[src/rtl/snek_body.sv]
// Snake body engine: segment shift register, growth, reversal filter,
// wall/self collision detection and a combinational raster hit test.
module snek_body #(
  parameter int unsigned MAXLEN  = 16,
  parameter int unsigned GRID_W  = 32,
  parameter int unsigned GRID_H  = 24,
  parameter int unsigned CELL    = 20,
  parameter int unsigned COORD_W = 5,
  parameter int unsigned LEN_W   = 8,
  parameter int unsigned START_H = 15,
  parameter int unsigned START_V = 11,
  parameter int unsigned WRAP    = 0
) (
  input  logic               frame_clk,
  input  logic               rst_n,
  input  logic               run,
  input  logic [2:0]         dir,
  input  logic               grow,
  input  logic [9:0]         hpos,
  input  logic [9:0]         vpos,
  output logic               snek_loc,
  output logic               head_loc,
  output logic [COORD_W-1:0] head_h,
  output logic [COORD_W-1:0] head_v,
  output logic [LEN_W-1:0]   length,
  output logic               dead,
  output logic               wall_hit,
  output logic               self_hit
);

  localparam int unsigned PW = 16;

  logic [COORD_W-1:0] seg_h [MAXLEN];
  logic [COORD_W-1:0] seg_v [MAXLEN];
  logic [1:0]         last_dir;

  logic [1:0]         eff_dir;
  logic               do_step;
  logic [COORD_W-1:0] nxt_h;
  logic [COORD_W-1:0] nxt_v;
  logic               wall;
  logic               body;
  logic [LEN_W-1:0]   lim;
  logic [PW-1:0]      lo_h;
  logic [PW-1:0]      lo_v;
  logic [MAXLEN-1:0]  hit;

  assign head_h = seg_h[0];
  assign head_v = seg_v[0];

  // Direction filter, next head, and collision detection.
  always_comb begin
    eff_dir = dir[1:0];
    if (length > LEN_W'(1) && dir[1:0] == (last_dir ^ 2'b01))
      eff_dir = last_dir;
    do_step = run && !dead && !dir[2];
    nxt_h   = seg_h[0];
    nxt_v   = seg_v[0];
    wall    = 1'b0;
    case (eff_dir)
      2'd0: if (seg_h[0] == '0) begin
              nxt_h = COORD_W'(GRID_W - 1);
              wall  = (WRAP == 0);
            end else nxt_h = seg_h[0] - COORD_W'(1);
      2'd1: if (seg_h[0] == COORD_W'(GRID_W - 1)) begin
              nxt_h = '0;
              wall  = (WRAP == 0);
            end else nxt_h = seg_h[0] + COORD_W'(1);
      2'd2: if (seg_v[0] == COORD_W'(GRID_H - 1)) begin
              nxt_v = '0;
              wall  = (WRAP == 0);
            end else nxt_v = seg_v[0] + COORD_W'(1);
      default: if (seg_v[0] == '0) begin
              nxt_v = COORD_W'(GRID_H - 1);
              wall  = (WRAP == 0);
            end else nxt_v = seg_v[0] - COORD_W'(1);
    endcase
    // The tail cell is vacated this step unless the snake grows.
    lim  = grow ? length : length - LEN_W'(1);
    body = 1'b0;
    for (int k = 1; k < int'(MAXLEN); k++)
      if (LEN_W'(k) < lim && seg_h[k] == nxt_h && seg_v[k] == nxt_v)
        body = 1'b1;
  end

  // Raster hit test against every valid segment.
  always_comb begin
    lo_h = '0;
    lo_v = '0;
    hit  = '0;
    for (int i = 0; i < int'(MAXLEN); i++) begin
      lo_h   = PW'(seg_h[i]) * PW'(CELL);
      lo_v   = PW'(seg_v[i]) * PW'(CELL);
      hit[i] = (LEN_W'(i) < length) &&
               (PW'(hpos) >= lo_h) && (PW'(hpos) < lo_h + PW'(CELL)) &&
               (PW'(vpos) >= lo_v) && (PW'(vpos) < lo_v + PW'(CELL));
    end
  end

  assign snek_loc = |hit;
  assign head_loc = hit[0];

  always_ff @(posedge frame_clk or negedge rst_n) begin
    if (!rst_n) begin
      for (int i = 0; i < int'(MAXLEN); i++) begin
        seg_h[i] <= (i == 0) ? COORD_W'(START_H) : '0;
        seg_v[i] <= (i == 0) ? COORD_W'(START_V) : '0;
      end
      length   <= LEN_W'(1);
      last_dir <= 2'd1;
      dead     <= 1'b0;
      wall_hit <= 1'b0;
      self_hit <= 1'b0;
    end else if (do_step) begin
      if (wall) begin
        dead     <= 1'b1;
        wall_hit <= 1'b1;
      end else if (body) begin
        dead     <= 1'b1;
        self_hit <= 1'b1;
      end else begin
        last_dir <= eff_dir;
        for (int i = 1; i < int'(MAXLEN); i++) begin
          seg_h[i] <= seg_h[i-1];
          seg_v[i] <= seg_v[i-1];
        end
        seg_h[0] <= nxt_h;
        seg_v[0] <= nxt_v;
        if (grow && length < LEN_W'(MAXLEN))
          length <= length + LEN_W'(1);
      end
    end
  end

endmodule

[config.mk]
export PLATFORM = sky130hd
export DESIGN_NAME = snek_body
export DESIGN_NICKNAME = d
export VERILOG_FILES = /design/src/rtl/snek_body.sv
export SDC_FILE = /design/constraint.sdc
export NUM_CORES = 1
export LEC_CHECK = 0
export CAP_MARGIN = 15
export CELL_PAD_IN_SITES_DETAIL_PLACEMENT = 1
export CELL_PAD_IN_SITES_GLOBAL_PLACEMENT = 1
export CORE_MARGIN = 10
export CORE_UTILIZATION = 52
export CTS_BUF_LIST = sky130_fd_sc_hd__clkbuf_4 sky130_fd_sc_hd__clkbuf_8
export CTS_CLUSTER_SIZE = 14
export DETAILED_ROUTE_END_ITERATION = 6
export PLACE_DENSITY = 0.95
export SLEW_MARGIN = 25
export SYNTH_ARGS = -nofsm -noshare
export SYNTH_HDL_FRONTEND = slang
export SYNTH_SLANG_ARGS = --single-unit
[constraint.sdc]
create_clock -name frame_clk -period 5.2 [get_ports frame_clk]
set_input_delay 0.78 -clock frame_clk [delete_from_list [all_inputs] [get_ports frame_clk]]
set_output_delay 0.78 -clock frame_clk [all_outputs]
set_load 0.02 [all_outputs]
==> results.sh, run 1 <==
export IMPL_status="aborted with a tool error"
export IMPL_stop_stage="5_1_grt"
export IMPL_error_line="[ERROR GRT-0232] Routing congestion too high. Check the congestion heatmap in the GUI."
export IMPL_dpl_cell_count=4257
export IMPL_numCtsBuffers=17
export IMPL_cts_sinks=173
export IMPL_cts_hold_buf=0
export IMPL_synth_warnings=0
export IMPL_syn_nets=3923
export IMPL_syn_inst=3122
export IMPL_clock_path_buffers=2
export IMPL_place_gp_congestion=1.07
export IMPL_syn_area_per_cell_um2=9.19
export IMPL_initial_core_util_pct=52.3
export IMPL_synthTopCellsByCount="ha_1, inv_1, xnor2_1"
export IMPL_grt_overflow=5
export IMPL_port_buffers=49
export IMPL_synth_edff_count=0
export IMPL_cts_root_buf="clkbuf_8"
export IMPL_die_w_um=255
export IMPL_synthArstFlopShare_pct=100
export IMPL_synthTopCellsByArea="ha_1, dfrtp_1, xnor2_1"
export IMPL_num_io_pins=50
export IMPL_htreeDepth=4
export IMPL_yosys_area_top_type_share_pct=32.4
export IMPL_synth_ff_type="dfrtp_1"
export IMPL_synth_ff_latch_count=173
export IMPL_dpl_hpwl_mm=107
export IMPL_grt_max_degree=94
export IMPL_die_h_um=255
export IMPL_grt_usage_pct=73.1
export IMPL_synth_cell_type_count=77
export IMPL_rows=86
export IMPL_yosysTopAreaCell="ha_1"
export IMPL_yosysSeqAreaShare_pct=15.1
export IMPL_synth_most_common_cell="ha_1"
export IMPL_synthesis_area_um2=28700
-- logic make-up after synthesis --
| kind of cell | count (synthesis) | synth area share, % |
|---|---|---|
| AND/OR/NAND/NOR | 485 | 9.00 |
| buffers and inverters | 385 | 5.42 |
| adder cells (fa/ha/maj) | 774 | 34.6 |
| flip-flops | 173 | 15.1 |
| AO/OA/AOI/OAI | 739 | 17.3 |
| multiplexers | 175 | 6.56 |
| XOR/XNOR | 391 | 12.0 |
-- metrics by stage --
stage	setup WS (ns)	utilization [%]	hold slack, ns	area [µm²]
CTS	-0.548	62.4	0.227	34200
floorplan	0.389	-	0.484	28700
global placement	-0.898	60.6	0.439	33300
detailed placement	-1.27	60.7	0.455	33300
-- routing by layer --
metal / GRT overflow / GRT usage (%)
met1: 0 / 69.9
met2: 4 / 85.8
met3: 0 / 67.5
met4: 1 / 68.9
met5: 0 / 46.3
-- timing repair --
item | CTS
gates resized for setup | 98
endpoints found under the setup margin | 163
setup buffers | 12
pin swaps | 23
==> run 2: changes to the inputs <==
==> config.mk (replaced) <==
export PLATFORM = sky130hd
export DESIGN_NAME = snek_body
export DESIGN_NICKNAME = d
export VERILOG_FILES = /design/src/rtl/snek_body.sv
export SDC_FILE = /design/constraint.sdc
export NUM_CORES = 1
export LEC_CHECK = 0
export CAP_MARGIN = 15
export CORE_MARGIN = 10
export CORE_UTILIZATION = 40
export DETAILED_ROUTE_END_ITERATION = 6
export PLACE_DENSITY_LB_ADDON = 0.15
export SLEW_MARGIN = 25
export SYNTH_ARGS = -nofsm -noshare
export SYNTH_HDL_FRONTEND = slang
export SYNTH_SLANG_ARGS = --single-unit
==> run 2 against run 1 <==
Compared with the run above: the flow now finishes, with violations (negative setup slack); synthesized area is the same; synthesized cell count is the same.
==> results.sh, run 2 <==
export IMPL_status="finished, violations left"
export IMPL_failed_checks="negative setup slack"
export IMPL_filler_cell_count=6661
export IMPL_critPathMaxFanout=2
export IMPL_rows=98
export IMPL_port_buffers=49
export IMPL_final_core_utilization_pct=48.9
export IMPL_maxCapViolCount=0
export IMPL_synthArstFlopShare_pct=100
export IMPL_dr_max_layer_used="met4"
export IMPL_tightest_slew_ns=0.892
export IMPL_setup_viol=1
export IMPL_leakage_nw=17.4
export IMPL_cp_required_ns=4.42
export IMPL_num_io_pins=50
export IMPL_clock_path_buffers=2
export IMPL_antennaDiodeCount=0
export IMPL_vias=24700
export IMPL_cp_arrival_ns=4.60
export IMPL_nets=4391
export IMPL_drt_wirelength_per_cell_um=21.4
export IMPL_coreArea_um2=71200
export IMPL_r2r_cells=19
export IMPL_finalClockSkew_ns=0.0141
export IMPL_period_minus_slack_ns=5.38
export IMPL_fp_dieArea_um2=82800
export IMPL_slew_headroom_pct=40.5
export IMPL_yosysSeqAreaShare_pct=15.1
export IMPL_worstSetupStartpointType="flop"
export IMPL_worst_slack_ns=-0.177
export IMPL_grt_pass1_vias=24700
export IMPL_crit_start="seg_v[71]"
export IMPL_place_gp_congestion=0.979
export IMPL_synthTopCellsByArea="ha_1, dfrtp_1, xnor2_1"
export IMPL_whs_ns=0.374
export IMPL_reg_top3="seg_h: 75 flops, seg_v: 75 flops, length: 8 flops"
export IMPL_drt_initial_drc_count=1591
export IMPL_synthesis_area_um2=28700
export IMPL_tns_ns=-0.177
export IMPL_antenna_found_initial=3
export IMPL_syn_inst=3122
export IMPL_wl_met2_mm=42.0
export IMPL_cts_tree="done"
export IMPL_m1WireLength_mm=48.5
export IMPL_drv_slew=0
export IMPL_numCtsBuffers=17
export IMPL_ir_drop_v=0.000321
export IMPL_synth_cell_type_count=77
export IMPL_grt_usage_pct=23.5
export IMPL_layout_drive_gt1_share_pct=18.0
export IMPL_initial_core_util_pct=40.3
export IMPL_die_h_um=288
export IMPL_viasPerCell=5.43
export IMPL_drtAntennaViolNets=0
export IMPL_clock_fmax_mhz=186
export IMPL_synth_most_common_cell="ha_1"
export IMPL_hold_viol=0
export IMPL_wl_mm=97.5
export IMPL_period_share_pct=103
export IMPL_rsz0062_at_grt="yes"
export IMPL_grt_pass1_wl_mm=150
export IMPL_synth_ff_type="dfrtp_1"
export IMPL_drtPass1Iterations=6
export IMPL_grt_overflow=0
export IMPL_final_common_cell="ha_1"
export IMPL_synth_edff_count=0
export IMPL_cts_clk_slew_worst_paths_ns=0.07
export IMPL_wl_met3_mm=4.38
export IMPL_htreeDepth=4
export IMPL_die_w_um=288
export IMPL_synth_warnings=0
export IMPL_p_per_area_nw_per_um2=409
export IMPL_synthTopCellsByCount="ha_1, inv_1, xnor2_1"
export IMPL_area_growth_pct=21.5
export IMPL_synth_ff_latch_count=173
export IMPL_syn_nets=3923
export IMPL_rr_startpoint="length[6]"
export IMPL_yosys_area_top_type_share_pct=32.4
export IMPL_critPathKind="flop to output pin"
export IMPL_hold_class="input pin to asynchronous set/reset pin"
export IMPL_drc=0
export IMPL_cts_root_buf="clkbuf_16"
export IMPL_dpl_hpwl_mm=79.2
export IMPL_clock_latency_ns=0.52
export IMPL_cts_sinks=173
export IMPL_cp_end_kind="output pin"
export IMPL_syn_area_per_cell_um2=9.19
export IMPL_yosysTopAreaCell="ha_1"
export IMPL_grt_max_degree=94
export IMPL_mostFrequentLayoutCells="ha_1, buf_4, inv_1, xnor2_1, o21ai_0"
## run 2: cell counts after synthesis
Identical to the previous run, type by type.
## run 2: area by class of cell
| type | instances | area [µm²] | share of cell area [%] |
|---|---|---|---|
| repair buffers | 530 | 4390 | 12.6 |
| well taps | 950 | 1190 | 3.41 |
| inverters | 304 | 1140 | 3.27 |
| clock inverters | 13 | 141 | 0.406 |
| clock buffers | 19 | 433 | 1.24 |
| flip-flops and latches | 173 | 4340 | 12.5 |
| multi-input cells | 2564 | 23200 | 66.6 |
## run 2: per-layer routing
metal	GRT usage [%]	vias up
li1	-	12100
met1	33.8	11900
met5	0	-
met2	36.2	555
met3	2.88	102
met4	6.60	0
## run 2: cell families after synthesis
logic type | Yosys count | share of synthesized area, %
muxes | 175 | 6.56
buffers and inverters | 385 | 5.42
xor gates and xnor gates | 391 | 12.0
adders and majority gates | 774 | 34.6
and+or+nand+nor | 485 | 9.00
DFF | 173 | 15.1
AOI/OAI and AO/OA | 739 | 17.3
## run 2: final timing paths
kind / slack, ns / to
min reg2reg: 0.46 / wall_hit
min: 0.37 / seg_v[18]
max in group asynchronous: 3.72 / head_h[4]
max reg2reg: 0.05 / seg_h[56]
min in group frame_clk: 0.46 / wall_hit
max: -0.18 / snek_loc
## run 2: power by group
part	internal, mW	switching (mW)
Combinational	5.09	6.00
Clock	0.710	0.696
Sequential	1.57	0.183
## run 2: critical path, cell delays in order, from the launching register on
cell and delay (ns):
dfrtp_1 0.40, ha_1 0.29, ha_1 0.17, inv_1 0.05, fa_1 0.42, xnor2_2 0.18
inv_1 0.07, or3_1 0.33, nor2_1 0.14, xor2_1 0.17, ha_1 0.25, o21a_1 0.11
o21ai_0 0.53, nand4_1 0.37, nand4_1 0.24, a2111oi_4 0.06, nand3_2 0.16, buf_6 0.14
## run 2: through the flow
step                power [mW]  cell area (µm²)  worst slack, ns  std cells
detailed placement        12.5            33800           -0.608       4505
global route              15.5            34800           -0.275       4553
global placement          12.3            33800           -0.580       4505
CTS                       14.1            34700           -0.117       4547
floorplan                 8.58            28700            0.389       3122
finish                    14.3            34800           -0.177       4553
## run 2: timing repair
| action | CTS | global route |
|---|---|---|
| endpoints found under the setup margin | 2 | 53 |
| gates cloned | 0 | 0 |
| resized for setup | 59 | 25 |
| buffers inserted | 11 | 6 |
| pin swaps | 20 | 14 |
| hold buffers | 0 | 0 |
Power figures use the tool's default switching activity.
